$ cat src/rtl/seq_mult_param_pkg.sv
`default_nettype none
// ============================================================================
// Module   : seq_mult_param_pkg
// Purpose  : Shared FSM state encodings and the legal STEP set for the
//            sequential multiplier.
// Revision : 1.0 - initial release
// ============================================================================
package seq_mult_param_pkg;

    typedef enum logic [1:0] {
        ST_IDLE = 2'd0,
        ST_RUN  = 2'd1,
        ST_DONE = 2'd2
    } state_t;

    function automatic bit step_is_legal(input int step);
        return (step == 1) || (step == 2) || (step == 4);
    endfunction

endpackage
`default_nettype wire

$ cat src/rtl/seq_mult_param_acc_adder.sv
`default_nettype none
// ============================================================================
// Module   : mult_acc_adder
// Purpose  : Combinational accumulator update, acc +/- addend modulo 2^W.
// Revision : 1.0 - initial release
// ============================================================================
module mult_acc_adder #(
    parameter int W = 17
) (
    input  logic [W-1:0] i_acc,
    input  logic [W-1:0] i_addend,
    input  logic         i_sub,
    output logic [W-1:0] o_sum
);

    assign o_sum = i_sub ? (i_acc - i_addend) : (i_acc + i_addend);

endmodule
`default_nettype wire

$ cat src/rtl/seq_mult_param.sv
`default_nettype none
// ============================================================================
// Module   : seq_mult_param
// Purpose  : Radix-2^STEP sequential signed/unsigned multiplier.
// Revision : 1.0 - initial release
// ============================================================================
module seq_mult_param
    import seq_mult_param_pkg::*;
#(
    parameter int A_W  = 8,
    parameter int B_W  = 9,
    parameter int STEP = 1
) (
    input  logic                 clk,
    input  logic                 rst,
    input  logic                 start,
    input  logic                 signed_mode,
    input  logic [A_W-1:0]       in_a,
    input  logic [B_W-1:0]       in_b,
    output logic                 busy,
    output logic                 data_valid,
    output logic [A_W+B_W-1:0]   out
);

    localparam int P_W     = A_W + B_W;
    localparam int ITER    = (A_W + STEP - 1) / STEP;
    localparam int C_EXT_W = ITER * STEP;
    localparam int C_CNT_W = (ITER > 1) ? $clog2(ITER) : 1;
    localparam logic [C_CNT_W-1:0] C_LAST = C_CNT_W'(ITER - 1);
    localparam logic [STEP:0]      C_SPAN = {1'b1, {STEP{1'b0}}};

    generate
        if (!step_is_legal(STEP)) begin : g_step_check
            $error("seq_mult_param: STEP must be 1, 2 or 4");
        end
    endgenerate

    state_t               r_state;
    state_t               w_state_next;
    logic [C_EXT_W-1:0]   r_a;
    logic [P_W-1:0]       r_b;
    logic                 r_signed;
    logic [P_W-1:0]       r_acc;
    logic [C_CNT_W-1:0]   r_cnt;
    logic [P_W-1:0]       r_out;
    logic                 r_valid;

    logic [C_EXT_W-1:0]   w_a_ext;
    logic [P_W-1:0]       w_b_ext;
    logic [STEP-1:0]      w_slice;
    logic                 w_neg;
    logic [STEP:0]        w_mag;
    logic [P_W-1:0]       w_mag_ext;
    logic [P_W-1:0]       w_pp;
    logic [P_W-1:0]       w_sum;

    always_comb begin
        w_a_ext = C_EXT_W'(in_a);
        w_b_ext = P_W'(in_b);
        if (signed_mode) begin
            w_a_ext = C_EXT_W'($signed(in_a));
            w_b_ext = P_W'($signed(in_b));
        end
    end

    // Multiplier shifts right and multiplicand shifts left each RUN cycle, so
    // the partial product is always slice x r_b with no variable shifter.
    // A negative top slice is added as the subtraction of its magnitude.
    assign w_slice   = r_a[STEP-1:0];
    assign w_neg     = r_signed && (r_cnt == C_LAST) && w_slice[STEP-1];
    assign w_mag     = w_neg ? (C_SPAN - {1'b0, w_slice}) : {1'b0, w_slice};
    assign w_mag_ext = {{(P_W-STEP-1){1'b0}}, w_mag};
    assign w_pp      = w_mag_ext * r_b;

    mult_acc_adder #(
        .W (P_W)
    ) u_acc_adder (
        .i_acc    (r_acc),
        .i_addend (w_pp),
        .i_sub    (w_neg),
        .o_sum    (w_sum)
    );

    always_comb begin
        w_state_next = r_state;
        case (r_state)
            ST_IDLE: if (start) w_state_next = ST_RUN;
            ST_RUN:  if (r_cnt == C_LAST) w_state_next = ST_DONE;
            ST_DONE: w_state_next = ST_IDLE;
            default: w_state_next = ST_IDLE;
        endcase
    end

    always_ff @(posedge clk or posedge rst) begin
        if (rst) begin
            r_state <= ST_IDLE;
        end else begin
            r_state <= w_state_next;
        end
    end

    always_ff @(posedge clk or posedge rst) begin
        if (rst) begin
            r_a      <= '0;
            r_b      <= '0;
            r_signed <= 1'b0;
            r_acc    <= '0;
            r_cnt    <= '0;
            r_out    <= '0;
            r_valid  <= 1'b0;
        end else begin
            r_valid <= 1'b0;
            case (r_state)
                ST_IDLE: begin
                    if (start) begin
                        r_a      <= w_a_ext;
                        r_b      <= w_b_ext;
                        r_signed <= signed_mode;
                        r_acc    <= '0;
                        r_cnt    <= '0;
                    end
                end
                ST_RUN: begin
                    r_acc <= w_sum;
                    r_a   <= r_a >> STEP;
                    r_b   <= r_b << STEP;
                    r_cnt <= r_cnt + 1'b1;
                end
                ST_DONE: begin
                    r_out   <= r_acc;
                    r_valid <= 1'b1;
                end
                default: ;
            endcase
        end
    end

    assign busy       = (r_state != ST_IDLE);
    assign data_valid = r_valid;
    assign out        = r_out;

endmodule
`default_nettype wire

$ cat config.mk
export PLATFORM = sky130hd
export DESIGN_NAME = seq_mult_param
export DESIGN_NICKNAME = d
export VERILOG_FILES = /design/src/rtl/seq_mult_param_pkg.sv /design/src/rtl/seq_mult_param_acc_adder.sv /design/src/rtl/seq_mult_param.sv
export SDC_FILE = /design/constraint.sdc
export NUM_CORES = 1
export LEC_CHECK = 0
export BUFFER_PORTS_ARGS = -buffer_cell sky130_fd_sc_hd__buf_2
export CORE_UTILIZATION = 28
export CTS_CLUSTER_DIAMETER = 80
export DETAILED_ROUTE_END_ITERATION = 8
export PLACE_DENSITY = 0.55
export SKIP_LAST_GASP = 1
export SYNTH_ARGS = -nofsm -noshare
export SYNTH_HDL_FRONTEND = slang
export SYNTH_SLANG_ARGS = --single-unit
export TNS_END_PERCENT = 1
$ cat constraint.sdc
create_clock -name clk -period 5.2 [get_ports clk]
set_clock_uncertainty 0.05 [all_clocks]
set_input_delay 0.52 -clock clk [delete_from_list [all_inputs] [get_ports clk]]
set_output_delay 0.52 -clock clk [all_outputs]
set_load 0.005 [all_outputs]
==> impl_metrics.csv <==
group,metric,value,unit
placement,numPortBuffers,39,
worst_hold_path,hold_path.startpoint,"in_a[7]",
sta,setup-tns-final,0,ns
clock_network,cts_inserted_buffers,9,
power,p_leak,2.12,nW
clock_network,clk_pin_slew,0.05,ns
route,average_vias_per_placed_instance,5.11,
synth,synth_ff_type,"dfrtp_1",
synth,yosys.cell_types.count,60,
synth,netlist.area_leader.share,39.0,%
clock_network,cts_resized,0,
clock_network,cts_tree,"yes",
floorplanning,fp.dieArea,15600,sq um
power,power_density,705,nW/um^2
clock_network,clockBufferDepth,2,
worst_setup_path,cp_max_fo,10,
clock_network,clock_insertion_delay_worst_skew,0.33,ns
run_status,violations,"DRC",
sta,final.min_clock_period,4.17,ns
layout,drive_above_1_share,17.4,%
synth,synthDominantAreaCellType,"dfrtp_1",
floorplanning,num_io_pins,40,
sta,fin_crit_sh,80.2,%
worst_setup_path,worst_setup_path_start_kind,"flip-flop",
worst_setup_path,arrival,4.34,ns
power,power.total,3.43,mW
clock_network,cts.sink_count,66,
synth,seq_area_frac_synth,39.0,%
grt,grt_pass1_wl,16900,um
synth,synth.ff_latch_count,66,
synth,synth_edf_count,0,
layout,area.growth.synth_to_final,14.7,%
layout,ff_latch_area,1650,sq um
grt,pin_count_of_the_biggest_net_entering_global_routing,67,
grt,vias_in_the_first_global_route,3397,
floorplanning,die_y,125,um
layout,antenna-diode-count,0,
floorplanning,std_cell_rows,44,
floorplanning,initial_utilization,28.9,%
layout,layout.cell_area.non_filler,4860,sq um
synth,synth_area_per_cell,8.96,sq um
synth,post_synth_main_area_contributors,"dfrtp_1, nand2_1, ha_1",
synth,syn_area,4240,sq um
clock_network,post_cts_setup_buffers,0,
sta,hold_viol_final,0,
sta,slew_violations,0,
route,detailedRoute.firstIterationViolations,163,
route,finalWirelength,9920,um
synth,async_reset_ff_share,100,%
power,worst_ir_drop_vdd,260,uV
grt,groute.usage.overall,13.3,%
route,wire_per_inst,14.5,um
floorplanning,fp.coreArea,14600,sq um
run_status,result_of_the_run,"complete, but fails checks",
clock_network,holdBufCountCts,0,
sta,rsz0062_at_grt,"false",
worst_setup_path,category_of_the_most_critical_setup_path,"flip-flop to flip-flop",
worst_setup_path,crit_required,5.37,ns
floorplanning,die_w,125,um
sta,highest_clock_rate,0.240,GHz
layout,mostFrequentLayoutCell,"nand2_1",
route,drc,4,
layout,commonest_cells_after_routing_fill_and_taps_aside,"nand2_1, dfrtp_1, o21ai_0, buf_2, nor2_1",
worst_setup_path,crit_start,"r_b[3]",
synth,synthCells,473,
placement,gpl.final_weighted_congestion,0.809,
grt,antenna_found_initial,0,
route,dr_total_vias,3497,
sta,relSlewSlack,38.9,%
route,number_of_iterations_in_the_first_detailed_routing_pass,7,
layout,n_fill_cell,1543,
grt,grt-ovfl-total,0,
clock_network,clock_root_buffer,"clkbuf_16",
worst_hold_path,hold_path.class,"input port to flip-flop",
sta,worst_margin_slew,0.917,ns
flow_run,maxCapViolations,0,
clock_network,total_number_of_h_tree_levels,3,
placement,dpl_cell_area,4580,sq um
layout,area_of_combinational_cells_with_multiple_inputs,2410,sq um
sta,final-setup-viol-count,0,
placement,detailed_place_hpwl,7090,um
route,ant_nets,0,
worst_setup_path,endpoint_kind,"flip-flop",
layout,final_net_count,538,
worst_setup_path,r2r_start,"r_b[3]",
synth,mappedNetlistNets,515,
synth,yosys_warnings,0,
## worst max-delay path, cell delays in order (launching register included)
cell and delay (ns):
dfrtp_1 0.49, or2_1 0.28, a2111oi_0 0.42, o21ai_1 0.14, nor3_2 0.42, a21boi_0 0.15, o211ai_1 0.18, o311ai_0 0.21
ha_1 0.41, a21o_1 0.21, a21oi_1 0.20, o21bai_1 0.08, a21oi_1 0.16, o41ai_1 0.10, or3_1 0.31, a32o_1 0.25
## registers in the layout, summed over array words and instances, names as in the netlist
signal      count
out            17
data_valid      1
r_b            17
r_a             8
r_acc          17
r_cnt           3
r_state         2
r_signed        1
## layout make-up
type / count / area share (%)
Timing Repair Buffer: 44 / 4.79
Inverter: 14 / 1.08
Multi-Input combinational cell: 361 / 49.6
Sequential cell: 66 / 34.0
Clock buffer: 14 / 5.64
Tap cell: 184 / 4.74
Clock inverter: 2 / 0.206
## metal layers
metal	global-route usage (%)	part of all wire [%]
met1	17.2	47
met2	22.0	48
met3	3.00	3.6
met4	4.59	1.3
met5	0	0
## path summary, 6_finish.rpt
kind	slack [ns]	to	depth (start not counted)
worst max-delay path	1.03	r_acc[15]	15
worst min-delay path	0.35	r_a[7]	3
worst max register to register	1.03	r_acc[15]	15
worst min register to register	0.43	r_a[2]	2
max in group asynchronous	4.15	r_b[15]	3
min in group asynchronous	0.38	out[3]	3
## logic make-up after synthesis
logic type / share of synthesized area, %
AND/OR/NAND/NOR: 17.5
AO/OA/AOI/OAI: 21.4
flip-flops: 39.0
buffers and inverters: 4.34
multiplexers: 7.53
adder cells (fa/ha/maj): 6.38
XOR/XNOR: 3.72
other: 0.0885
## stage by stage
| stage | hold slack (ns) | cells | worst slack (ns) | util (%) |
|---|---|---|---|---|
| after floorplan | 0.399 | 473 | 0.930 | - |
| after global placement | 0.413 | 669 | 1.21 | 31.3 |
| after detailed placement | 0.424 | 669 | 1.04 | 31.3 |
| after CTS | 0.349 | 685 | 1.04 | 33.2 |
| after global routing | 0.375 | 685 | 0.661 | 33.2 |
| final | 0.353 | 685 | 1.03 | 33.2 |
## power breakdown
part	leakage (nW)	total, mW	switching [mW]	internal, mW
Clock	0.143	0.572	0.212	0.360
Sequential	0.821	0.978	0.223	0.755
Combinational	1.16	1.88	1.03	0.846
Total	2.12	3.43	1.47	1.96
## synth_stat cells (2+ instances only)
| cell type | n |
|---|---|
| a211o_1 | 2 |
| a21boi_0 | 3 |
| a21o_1 | 4 |
| a21oi_1 | 18 |
| a22oi_1 | 9 |
| a31o_2 | 2 |
| a31oi_1 | 9 |
| and2_1 | 3 |
| buf_2 | 5 |
| clkbuf_1 | 24 |
| dfrtp_1 | 66 |
| ha_1 | 20 |
| inv_1 | 14 |
| mux2_2 | 15 |
| mux2i_1 | 15 |
| nand2_1 | 74 |
| nand2b_1 | 6 |
| nand3_1 | 9 |
| nand3b_1 | 5 |
| nand4_4 | 2 |
| nor2_1 | 25 |
| nor2b_1 | 3 |
| nor3_1 | 9 |
| nor3b_1 | 3 |
| nor4_1 | 2 |
| o211ai_1 | 4 |
| o21a_1 | 12 |
| o21ai_0 | 39 |
| o21bai_1 | 4 |
| o22ai_1 | 13 |
| o31a_1 | 2 |
| o32ai_1 | 2 |
| o41ai_1 | 2 |
| or2_2 | 3 |
| or3_1 | 4 |
| xnor2_1 | 9 |
| xor2_1 | 9 |
No activity file was read; power rests on OpenSTA's default activity.
